==> config.mk <==
export PLATFORM = sky130hd
export DESIGN_NAME = hex_stream_fmt
export DESIGN_NICKNAME = d
export VERILOG_FILES = /design/src/rtl/hex_stream_fmt.sv
export SDC_FILE = /design/constraint.sdc
export NUM_CORES = 1
export LEC_CHECK = 0
export ABC_AREA = 1
export BUFFER_PORTS_ARGS = -buffer_cell sky130_fd_sc_hd__buf_2
export CAP_MARGIN = 30
export CORE_AREA = 4 4 75 77
export CTS_BUF_LIST = sky130_fd_sc_hd__clkbuf_8
export DETAILED_ROUTE_END_ITERATION = 12
export DIE_AREA = 0 0 79 81
export PLACE_DENSITY = 0.87
export REMOVE_ABC_BUFFERS = 1
export SLEW_MARGIN = 10
export SYNTH_ARGS = -nofsm -noshare
export SYNTH_HDL_FRONTEND = slang
export SYNTH_SLANG_ARGS = --single-unit
==> constraint.sdc <==
create_clock -name clk -period 1.9 [get_ports clk]
set_input_delay 0.095 -clock clk [delete_from_list [all_inputs] [get_ports clk]]
set_output_delay 0.095 -clock clk [all_outputs]
set_load 0.01 [all_outputs]
==> src/rtl/hex_stream_fmt.sv <==
// +----------------------------------------------------------------------------+
// | hex_stream_fmt: buffers words and prints them as uppercase ASCII hex
// | with a separator and optional CR/LF, throttled by the UART tx_full.
// | Revision: 1.0
// +----------------------------------------------------------------------------+
`default_nettype none

module hex_stream_fmt #(
  parameter int         DATA_W         = 8,
  parameter int         FIFO_AW        = 2,
  parameter int         WORDS_PER_LINE = 16,
  parameter logic [7:0] SEP            = 8'h20
) (
  input  logic              clk,
  input  logic              reset,
  input  logic [DATA_W-1:0] din,
  input  logic              din_valid,
  input  logic              tx_full,
  output logic              wr_uart,
  output logic [7:0]        w_data,
  output logic              drop_tick,
  output logic              busy
);

  localparam int ND    = DATA_W / 4;
  localparam int DEPTH = 2 ** FIFO_AW;
  localparam int DC_W  = (ND > 1) ? $clog2(ND) : 1;
  localparam int WC_W  = (WORDS_PER_LINE > 0) ? $clog2(WORDS_PER_LINE + 1) : 1;
  localparam bit              LINES_ON = (WORDS_PER_LINE > 0);
  localparam logic [DC_W-1:0] DC_INIT  = DC_W'(ND - 1);
  localparam logic [WC_W-1:0] WC_LAST  = (WORDS_PER_LINE > 0) ? WC_W'(WORDS_PER_LINE - 1) : '0;

  typedef enum logic [2:0] {
    S_IDLE  = 3'd0,
    S_DIGIT = 3'd1,
    S_SEP   = 3'd2,
    S_CR    = 3'd3,
    S_LF    = 3'd4
  } state_t;

  state_t            state_q, state_d;
  logic [DATA_W-1:0] sh_q, sh_d;
  logic [DC_W-1:0]   dc_q, dc_d;
  logic [WC_W-1:0]   wc_q, wc_d;

  logic [DATA_W-1:0] mem_q [DEPTH];
  logic [FIFO_AW:0]  wptr_q, rptr_q;
  logic              fifo_empty, fifo_full, pop, push;

  function automatic logic [7:0] hex_ascii(input logic [3:0] n);
    return (n < 4'd10) ? (8'h30 + {4'h0, n}) : (8'h37 + {4'h0, n});
  endfunction

  // Extra pointer MSB separates full (MSBs differ) from empty (all equal).
  assign fifo_empty = (wptr_q == rptr_q);
  assign fifo_full  = ((wptr_q ^ rptr_q) == {1'b1, {FIFO_AW{1'b0}}});
  assign pop        = (state_q == S_IDLE) && !fifo_empty;
  assign push       = din_valid && (!fifo_full || pop);
  assign drop_tick  = din_valid && fifo_full && !pop;
  assign busy       = !fifo_empty || (state_q != S_IDLE);

  always_ff @(posedge clk) begin
    if (push) mem_q[wptr_q[FIFO_AW-1:0]] <= din;
  end

  always_ff @(posedge clk or posedge reset) begin
    if (reset) begin
      wptr_q  <= '0;
      rptr_q  <= '0;
      state_q <= S_IDLE;
      sh_q    <= '0;
      dc_q    <= '0;
      wc_q    <= '0;
    end else begin
      if (push) wptr_q <= wptr_q + 1'b1;
      if (pop)  rptr_q <= rptr_q + 1'b1;
      state_q <= state_d;
      sh_q    <= sh_d;
      dc_q    <= dc_d;
      wc_q    <= wc_d;
    end
  end

  always_comb begin
    state_d = state_q;
    sh_d    = sh_q;
    dc_d    = dc_q;
    wc_d    = wc_q;
    wr_uart = 1'b0;
    w_data  = 8'h00;
    case (state_q)
      S_IDLE: begin
        if (!fifo_empty) begin
          sh_d    = mem_q[rptr_q[FIFO_AW-1:0]];
          dc_d    = DC_INIT;
          state_d = S_DIGIT;
        end
      end
      S_DIGIT: begin
        if (!tx_full) begin
          wr_uart = 1'b1;
          w_data  = hex_ascii(sh_q[DATA_W-1 -: 4]);
          sh_d    = sh_q << 4;
          dc_d    = dc_q - 1'b1;
          if (dc_q == '0) begin
            // The last word of a line is terminated by CR/LF instead of SEP.
            state_d = (LINES_ON && (wc_q == WC_LAST)) ? S_CR : S_SEP;
          end
        end
      end
      S_SEP: begin
        if (!tx_full) begin
          wr_uart = 1'b1;
          w_data  = SEP;
          wc_d    = wc_q + 1'b1;
          state_d = S_IDLE;
        end
      end
      S_CR: begin
        if (!tx_full) begin
          wr_uart = 1'b1;
          w_data  = 8'h0D;
          state_d = S_LF;
        end
      end
      S_LF: begin
        if (!tx_full) begin
          wr_uart = 1'b1;
          w_data  = 8'h0A;
          wc_d    = '0;
          state_d = S_IDLE;
        end
      end
      default: state_d = S_IDLE;
    endcase
  end

endmodule

`default_nettype wire

Yosys cells after proc, flatten, opt, wreduce, memory -nomap -nowiden
Memories as Yosys holds them, arrays and structs flattened.
Cells that the tools add are included.
{ "totals": {"regBits": 23, "latchBits": 0, "ramBits": 32, "rom_bits": 0, "output_inout_bits": 11, "wordCells": 73, "n_memories": 1} }
{ "op_classes": {"addsub": 6, "multipliers": 0, "n_div": 0, "magnitude_cmp": 1, "eq_ne": 14, "shift": 0, "mux": 26, "bitwise": 1, "n_reduce_logical": 18} }
{ "memory_table": {"columns": ["memory", "depth", "width", "rd", "rd_ports_with_merged_regs", "wr", "line", "rtl"], "rows": [
  ["mem_q", 4, 8, 1, 0, 1, "46", "logic [DATA_W-1:0] mem_q [DEPTH];"]
]} }
{ "op_table": {"columns": ["op", "count"], "rows": [
  ["$pmux W7 S4", 1],
  ["$mux W8", 2],
  ["$pmux W8 S2", 1],
  ["$mux W3", 5],
  ["$add A6 B4 Y7 const A", 2],
  ["$mux W7", 2],
  ["$ne A2 B2 Y1 const B", 7],
  ["$pmux W3 S4", 1],
  ["$mux W5", 2],
  ["$pmux W5 S2", 1],
  ["$mux W4", 2],
  ["$mux W1", 7],
  ["$add A3 B1 Y3 const B", 2],
  ["$eq A3 B2 Y1 const B", 2],
  ["$eq A3 B3 Y1 const B", 2],
  ["$mux W6", 1],
  ["$reduce_and A3 Y1", 2],
  ["$add A5 B1 Y5 const B", 1],
  ["$eq A5 B4 Y1 const B", 1],
  ["$reduce_and A5 Y1", 1],
  ["$logic_and A1 B1 Y1", 4],
  ["$lt A4 B4 Y1 const B", 1],
  ["$reduce_bool A2 Y1", 2],
  ["$reduce_or A4 Y1", 1],
  ["other kinds (10)", 13]
]} }

Depth between registers and ports, before layout
Gate-level depths: netlist of the first run.
{ "logic_depth": {"ltp_word": 7, "mapped_depth": 9, "ltp_nobuf": 8} }

Worst setup path before layout of the first run
Ideal clock, no wire load.
{ "synth_path": {"path_kind": "reg-to-reg", "startpoint": "register state_q[1]", "endpoint": "memory mem_q[0][0], enable pin", "setup_ns": 0.371, "arrival_ns": 1.365, "slack_ns": 0.164, "stages_incl_launch_ff": 7, "path_cell_list": "dfrtp_1 buf_6 nor3_4 nor2_1 nand3_2 nand2_2 nor2_1"} }
{ "synth_via": {"elab_chain_cells": 6} }
{ "synth_rtl": {"columns": ["item", "line", "rtl"], "rows": [
  ["from (decl)", "41", "state_t state_q, state_d;"],
  ["from (signal assigned)", "77", "state_q <= state_d;"],
  ["$logic_not A3 Y1", "57", "assign pop = (state_q == S_IDLE) && !fifo_empty;"],
  ["$logic_and A1 B1 Y1", "57", null],
  ["$logic_or A1 B1 Y1", "58", "assign push = din_valid && (!fifo_full || pop);"],
  ["$logic_and A1 B1 Y1", "58", null],
  ["$mux W1", "63", "if (push) mem_q[wptr_q[FIFO_AW-1:0]] <= din;"],
  ["$mux W1 (not written as such)", "63", null],
  ["to (decl)", "46", null]
]} }
No other way between the ends.

Final worst setup path of the first run
{ "layout_path": {"startpoint": "register state_q[1]", "endpoint": "output port w_data[1]"} }
{ "layout_via": {"elab_chain_cells": 2, "word_cells_on_any_way": 5} }
{ "layout_rtl": {"columns": ["item", "line", "rtl"], "rows": [
  ["$eq A3 B3 Y1 (tied with other cells)", "91", "case (state_q)"],
  ["$pmux W7 S4 (*)", "91", null],
  ["to (decl)", "20", "output logic [7:0] w_data,"]
]} }
Mark *: on every way between the ends. The rest lies on a longest branch, timed or not.

==> results of run 1 <==
==> worst reg2reg max path, cell delays in order (launching register included) <==
cell     delay (ns)
dfrtp_2        0.47
nor3_4         0.29
nor2_1         0.09
nand3_2        0.12
nand2_2        0.13
nor2_1         0.12
buf_4          0.18
==> layout by cell type, fill, tap and decap left out <==
cell	synthesis	routed
o21ai_1	3	4
edfxtp_1	32	32
inv_1	23	23
nand4_2	2	2
nand3_2	2	2
o21ai_0	8	7
dlygate4sd3_1	0	5
clkbuf_8	0	5
nand4_1	2	2
nor3_1	2	2
nand3_4	1	1
dfrtp_1	23	21
nand2_8	1	1
xnor2_1	1	1
inv_4	2	1
o21ai_2	2	2
a21boi_1	1	1
inv_2	3	3
nand2_4	1	1
a21oi_2	2	2
o22ai_1	1	1
conb_1	1	1
inv_6	0	3
nand3_1	36	36
buf_2	3	21
nand2_1	86	86
dfrtp_2	0	2
ha_1	8	8
buf_4	1	7
a21oi_1	10	10
mux2i_1	1	1
xor2_1	4	4
nand2_2	4	4
nor3_4	1	1
clkinv_8	0	1
nor2_1	11	11
==> sequential cells by signal, summed over array words and instances, names as in the netlist <==
register	count
dc_q	1
state_q	3
sh_q	8
mem_q	32
rptr_q	3
wptr_q	3
wc_q	5
==> repair_timing <==
item | in CTS | in global routing
setup endpoints to repair | 0 | 2
hold buffers | 2 | 3
resized for setup | 0 | 4
hold endpoints to repair | 27 | 7
==> cell type report <==
| type | count | area, um2 |
|---|---|---|
| fillers | 422 | 1950 |
| flip-flops and latches | 55 | 1540 |
| multi-input cells | 191 | 1010 |
| repair buffers | 33 | 208 |
| inverters | 28 | 113 |
| well taps | 70 | 87.6 |
| clock buffers | 5 | 68.8 |
| clock inverters | 3 | 33.8 |
==> stage by stage <==
| stage | instance area (um2) | util, % | setup slack (ns) | instances |
|---|---|---|---|---|
| 4_1_cts | 3030 | 60.4 | 0.0963 | 382 |
| 6_report | 3060 | 61.1 | 0.168 | 385 |
| 5_1_grt | 3060 | 61.1 | 0.0335 | 385 |
| 2_1_floorplan | 2660 | - | 0.0285 | 274 |
| 3_5_place_dp | 2910 | 58.0 | 0.201 | 372 |
| 3_3_place_gp | 2910 | 58.0 | 0.268 | 372 |
==> cells by family (layout without fill, tap and decap cells) <==
family,Yosys count,count (layout),share of synthesized area (%)
mux,1,1,0.366
buf+inv,37,69,6.68
flops,55,55,56.2
compound gates,27,27,5.63
other cells,1,1,0.137
fa+ha+maj,8,8,3.66
xor+xnor,5,5,1.60
simple gates,149,149,25.7
==> metal layers <==
| layer | vias up | global-route usage [%] |
|---|---|---|
| met5 | - | 0 |
| met4 | 0 | 6.87 |
| met3 | 6 | 4.66 |
| met2 | 49 | 27.9 |
| met1 | 868 | 24.1 |
| li1 | 1002 | - |
==> power groups by stage <==
stage,logic [W],registers (W),clock network [W]
floorplan,0.00159,0.00195,0
global placement,0.00206,0.00195,0
detailed placement,0.00212,0.00197,0
CTS,0.00215,0.00194,0.000710
global route,0.00250,0.00199,0.000784
finish,0.00215,0.00195,0.000695
==> worst max path at each step <==
stage	start	to	slack [ns]	cells after the start
after floorplan	rptr_q[0]	mem_q[0][0]	0.03	6
after global placement	state_q[1]	mem_q[2][1]	0.27	6
after detailed placement	state_q[1]	mem_q[3][0]	0.20	6
after CTS	state_q[1]	w_data[0]	0.1	6
after global routing	state_q[1]	w_data[0]	0.03	6
final	state_q[1]	w_data[1]	0.17	6
==> impl_metrics.env, run 1 <==
export IMPL_status="finished clean"
export IMPL_vias=1925
export IMPL_arrival_ns=1.64
export IMPL_end_kind="output port"
export IMPL_slowest_delay_ns=0.48
export IMPL_maxCapViolCount=0
export IMPL_pwr_density_cell_mw_per_mm2=1560
export IMPL_synth_edff_count=32
export IMPL_grt_pass1_vias=1828
export IMPL_start_util_pct=54.5
export IMPL_syn_inst=283
export IMPL_timing_final_max_slew_violations=0
export IMPL_io_pins=23
export IMPL_wl_met3_um=243
export IMPL_routed_via_density=5.00
export IMPL_cts_made_buffers=5
export IMPL_fp_dieW_um=79
export IMPL_netlist_area_leader_share_pct=35.2
export IMPL_min_path_cells=1
export IMPL_ys_seq_elements=55
export IMPL_synth_common_cells="nand2_1, nand3_1, edfxtp_1"
export IMPL_cts_setup_buffers=0
export IMPL_cp_top_family="flip-flops"
export IMPL_tritoncts="done"
export IMPL_clk_path_buf_depth=2
export IMPL_r2r_cells=6
export IMPL_post_route_period_util_pct=91.2
export IMPL_dp_hpwl_um=3640
export IMPL_coreArea_mm2=0.00501
export IMPL_met1_length_um=2360
export IMPL_finalSetupViolCount=0
export IMPL_yosys_most_used_dff="edfxtp_1"
export IMPL_dr_max_layer_used="met4"
export IMPL_critical_path_peak_fanout=15
export IMPL_path_cells="inv_1 > nand3_4 > inv_6 > nand2_8 > o21ai_0 > buf_2"
export IMPL_cts_root_buf="clkbuf_8"
export IMPL_cp_required_ns=1.80
export IMPL_syn_area_mm2=0.00273
export IMPL_synthTopCellsByArea="edfxtp_1, dfrtp_1, nand2_1, nand3_1, ha_1"
export IMPL_final_hold_viol_count=0
export IMPL_reg2reg_from="state_q[2]"
export IMPL_drive_gt1_share_pct=18.7
export IMPL_power_share_clock_pct=14.5
export IMPL_crit_type="flip-flop to output port"
export IMPL_die_area_mm2=0.00640
export IMPL_grt_use_total_pct=17.9
export IMPL_htree_levels=2
export IMPL_hold_class="input pin to flip-flop"
export IMPL_gp_congestion=0.806
export IMPL_period_needed_ns=1.73
export IMPL_synthMostInstantiatedCell="nand2_1"
export IMPL_fp_row_count=26
export IMPL_syn_avg_cell_area_um2=9.66
export IMPL_crit_buf_inv=3
export IMPL_hold_path_end="mem_q[3][0]"
export IMPL_p_comb_share_pct=44.8
export IMPL_wl_per_cell_um=13.3
export IMPL_grt_max_degree=24
export IMPL_area_growth_pct=12.1
export IMPL_power_leakage_nw=1.42
export IMPL_ant_nets=0
export IMPL_synthArstFlopShare_pct=41.8
export IMPL_wl_um=5120
export IMPL_yosys_warnings=0
export IMPL_cpMaxStageDelayCell="dfrtp_2"
export IMPL_first_pass_iters=4
export IMPL_num_antenna_cells=0
export IMPL_swShare_pct=43.1
export IMPL_startpoint_type="flip-flop"
export IMPL_power_switching_w=0.00206
export IMPL_drt_iter0_drc=185
export IMPL_fin_setup_tns_ns=0
export IMPL_regToRegSetupSlack_ns=0.22
export IMPL_clk_pin_slew_ns=0.10
export IMPL_wl_met2_um=2450
export IMPL_hold_worst_slack_ns=0.0182
export IMPL_power_w=0.00479
export IMPL_insertion_delay_ns=0.32
export IMPL_seq_area_frac_synth_pct=56.2
export IMPL_gr_total_overflow=0
export IMPL_die_h_um=81
export IMPL_remaining_drc_errors=0
export IMPL_final_net_count=334
export IMPL_synth_cell_type_count=33
export IMPL_fin_skew_ns=0.00913
export IMPL_max_freq_mhz=577
export IMPL_antenna_found_initial=0
export IMPL_peakVddDrop_v=0.000797
export IMPL_holdCritStartpoint="din[0]"
export IMPL_cts_sinks=55
export IMPL_worst_r2r_endpoint="mem_q[3][6]"
export IMPL_grt_pass1_wl_um=8730
export IMPL_seq_power_share_pct=40.7
export IMPL_synth_top_area_cell="edfxtp_1"
export IMPL_portBuffers=21
export IMPL_rsz0062_at_grt="no"
export IMPL_p_int_w=0.00273
Power figures use the tool's default switching activity.
==> run 2, diff against run 1 <==
PLACE_DENSITY = 0.78   (was 0.87)
==> impl_metrics.env, run 2 (synthesis gave the netlist of run 1 again) <==
export IMPL_use_met1_pct=23.3
export IMPL_dpl_cell_area_mm2=0.00291
export IMPL_clk_path_buf_depth=2
export IMPL_num_antenna_cells=0
export IMPL_grt_busiest_layer="met2"
export IMPL_hold_worst_slack_ns=0.000593
export IMPL_path_cells="inv_1 > nand3_4 > inv_6 > nand2_8 > o21ai_0 > buf_2"
export IMPL_largest_reg_flops=32
export IMPL_period_needed_ns=1.72
export IMPL_remaining_drc_errors=0
export IMPL_post_route_period_util_pct=90.7
export IMPL_pwr_density_cell_mw_per_mm2=1570
export IMPL_power_leakage_nw=1.40
export IMPL_ant_nets=0
export IMPL_dp_hpwl_um=3710
export IMPL_r2r_cells=6
export IMPL_cts_made_buffers=5
export IMPL_start_util_pct=54.5
export IMPL_use_met3_pct=3.77
export IMPL_tritoncts="done"
export IMPL_timing_final_max_slew_violations=0
export IMPL_grt_max_degree=24
export IMPL_hold_class="input pin to flip-flop"
export IMPL_finalSetupViolCount=0
export IMPL_maxCapViolCount=0
export IMPL_drive_gt1_share_pct=19.2
export IMPL_die_area_mm2=0.00640
export IMPL_io_pins=23
export IMPL_max_freq_mhz=580
export IMPL_holdCritStartpoint="din[7]"
export IMPL_fin_skew_ns=0.00649
export IMPL_regToRegSetupSlack_ns=0.24
export IMPL_rsz0062_at_grt="no"
export IMPL_gr_total_overflow=0
export IMPL_final_hold_viol_count=0
export IMPL_fin_setup_tns_ns=0
export IMPL_end_kind="output port"
export IMPL_wl_um=4900
export IMPL_fp_row_count=26
export IMPL_arrival_ns=1.63
export IMPL_peakVddDrop_v=0.000829
export IMPL_gp_congestion=0.769
export IMPL_wl_per_cell_um=12.8
export IMPL_hold_path_end="mem_q[2][7]"
export IMPL_htree_levels=2
export IMPL_layout_cells_most_common="nand2_1"
export IMPL_startpoint_type="flip-flop"
export IMPL_grt_pass1_wl_um=8380
export IMPL_grt_use_total_pct=17.0
export IMPL_vias=1926
export IMPL_final_cell_mix="nand2_1, nand3_1, edfxtp_1"
export IMPL_clk_pin_slew_ns=0.11
export IMPL_routed_via_density=5.04
export IMPL_final_net_count=331
export IMPL_insertion_delay_ns=0.32
export IMPL_drt_iter0_drc=102
export IMPL_use_met2_pct=27.4
export IMPL_critical_path_peak_fanout=15
export IMPL_slowest_delay_ns=0.48
export IMPL_cts_root_buf="clkbuf_8"
export IMPL_coreArea_mm2=0.00501
export IMPL_fin_area_mm2=0.00303
export IMPL_status="finished clean"
export IMPL_worst_r2r_endpoint="mem_q[2][0]"
export IMPL_cpMaxStageDelayCell="dfrtp_2"
export IMPL_grt_pass1_vias=1760
export IMPL_die_h_um=81
export IMPL_cts_sinks=55
export IMPL_crit_type="flip-flop to output port"
export IMPL_first_pass_iters=4
export IMPL_fp_dieW_um=79
export IMPL_reg2reg_from="state_q[1]"
export IMPL_cp_required_ns=1.80
export IMPL_area_growth_pct=11.0
export IMPL_antenna_found_initial=0
export IMPL_portBuffers=21
export IMPL_min_path_cells=1
run 2: changes by cell type in the layout (fill, tap and decap cells not counted):
cell and delta:
dfrtp_1 -1, dfrtp_2 +1, dlygate4sd3_1 -3
run 2: worst max path at each step:
| stage | depth (start not counted) | endpoint | start | slack (ns) |
|---|---|---|---|---|
| after CTS | 6 | w_data[1] | state_q[1] | 0.10 |
| after floorplan | 6 | mem_q[0][0] | rptr_q[0] | 0.03 |
| final | 6 | w_data[1] | state_q[1] | 0.18 |
| after global routing | 6 | w_data[1] | state_q[1] | 0.007 |
| after global placement | 6 | mem_q[0][2] | state_q[1] | 0.26 |
| after detailed placement | 6 | mem_q[2][5] | state_q[1] | 0.20 |
run 2: timing repair:
item	in CTS	in global routing
resized for setup	0	5
hold buffers	1	1
endpoints found under the hold margin	23	3
buffers inserted	0	0
endpoints found under the setup margin	0	2
run 2: critical path, delay by kind of cell (launching register included):
family | cells | cell delay, ns
AND/OR/NAND/NOR | 2 | 0.27
flip-flops | 1 | 0.48
AO/OA/AOI/OAI | 1 | 0.16
buffers and inverters | 3 | 0.41
run 2: stage by stage:
step           setup slack, ns  instances  util, %  total power, W
2_1_floorplan           0.0285        274        -         0.00353
3_3_place_gp             0.264        372     58.0         0.00404
3_5_place_dp             0.203        372     58.0         0.00410
4_1_cts                  0.102        381     60.2         0.00480
5_1_grt                0.00709        382     60.6         0.00523
6_report                 0.177        382     60.6         0.00478
run 2: power breakdown:
part	total [W]	switching, W	internal [W]
Clock	0.000702	0.000422	0.000281
Combinational	0.00214	0.00136	0.000777
Sequential	0.00194	0.000276	0.00166
run 2: cell type report:
type	instances	area [um2]
fillers	442	1980
flip-flops and latches	55	1540
multi-input cells	191	1010
repair buffers	30	178
inverters	28	113
well taps	70	87.6
clock buffers	5	68.8
clock inverters	3	33.8
run 2: layer usage:
layer / vias up / wire, um
li1: 990 / -
met1: 888 / 2300
met2: 44 / 2320
met3: 4 / 222
met4: 0 / 57
met5: - / 0
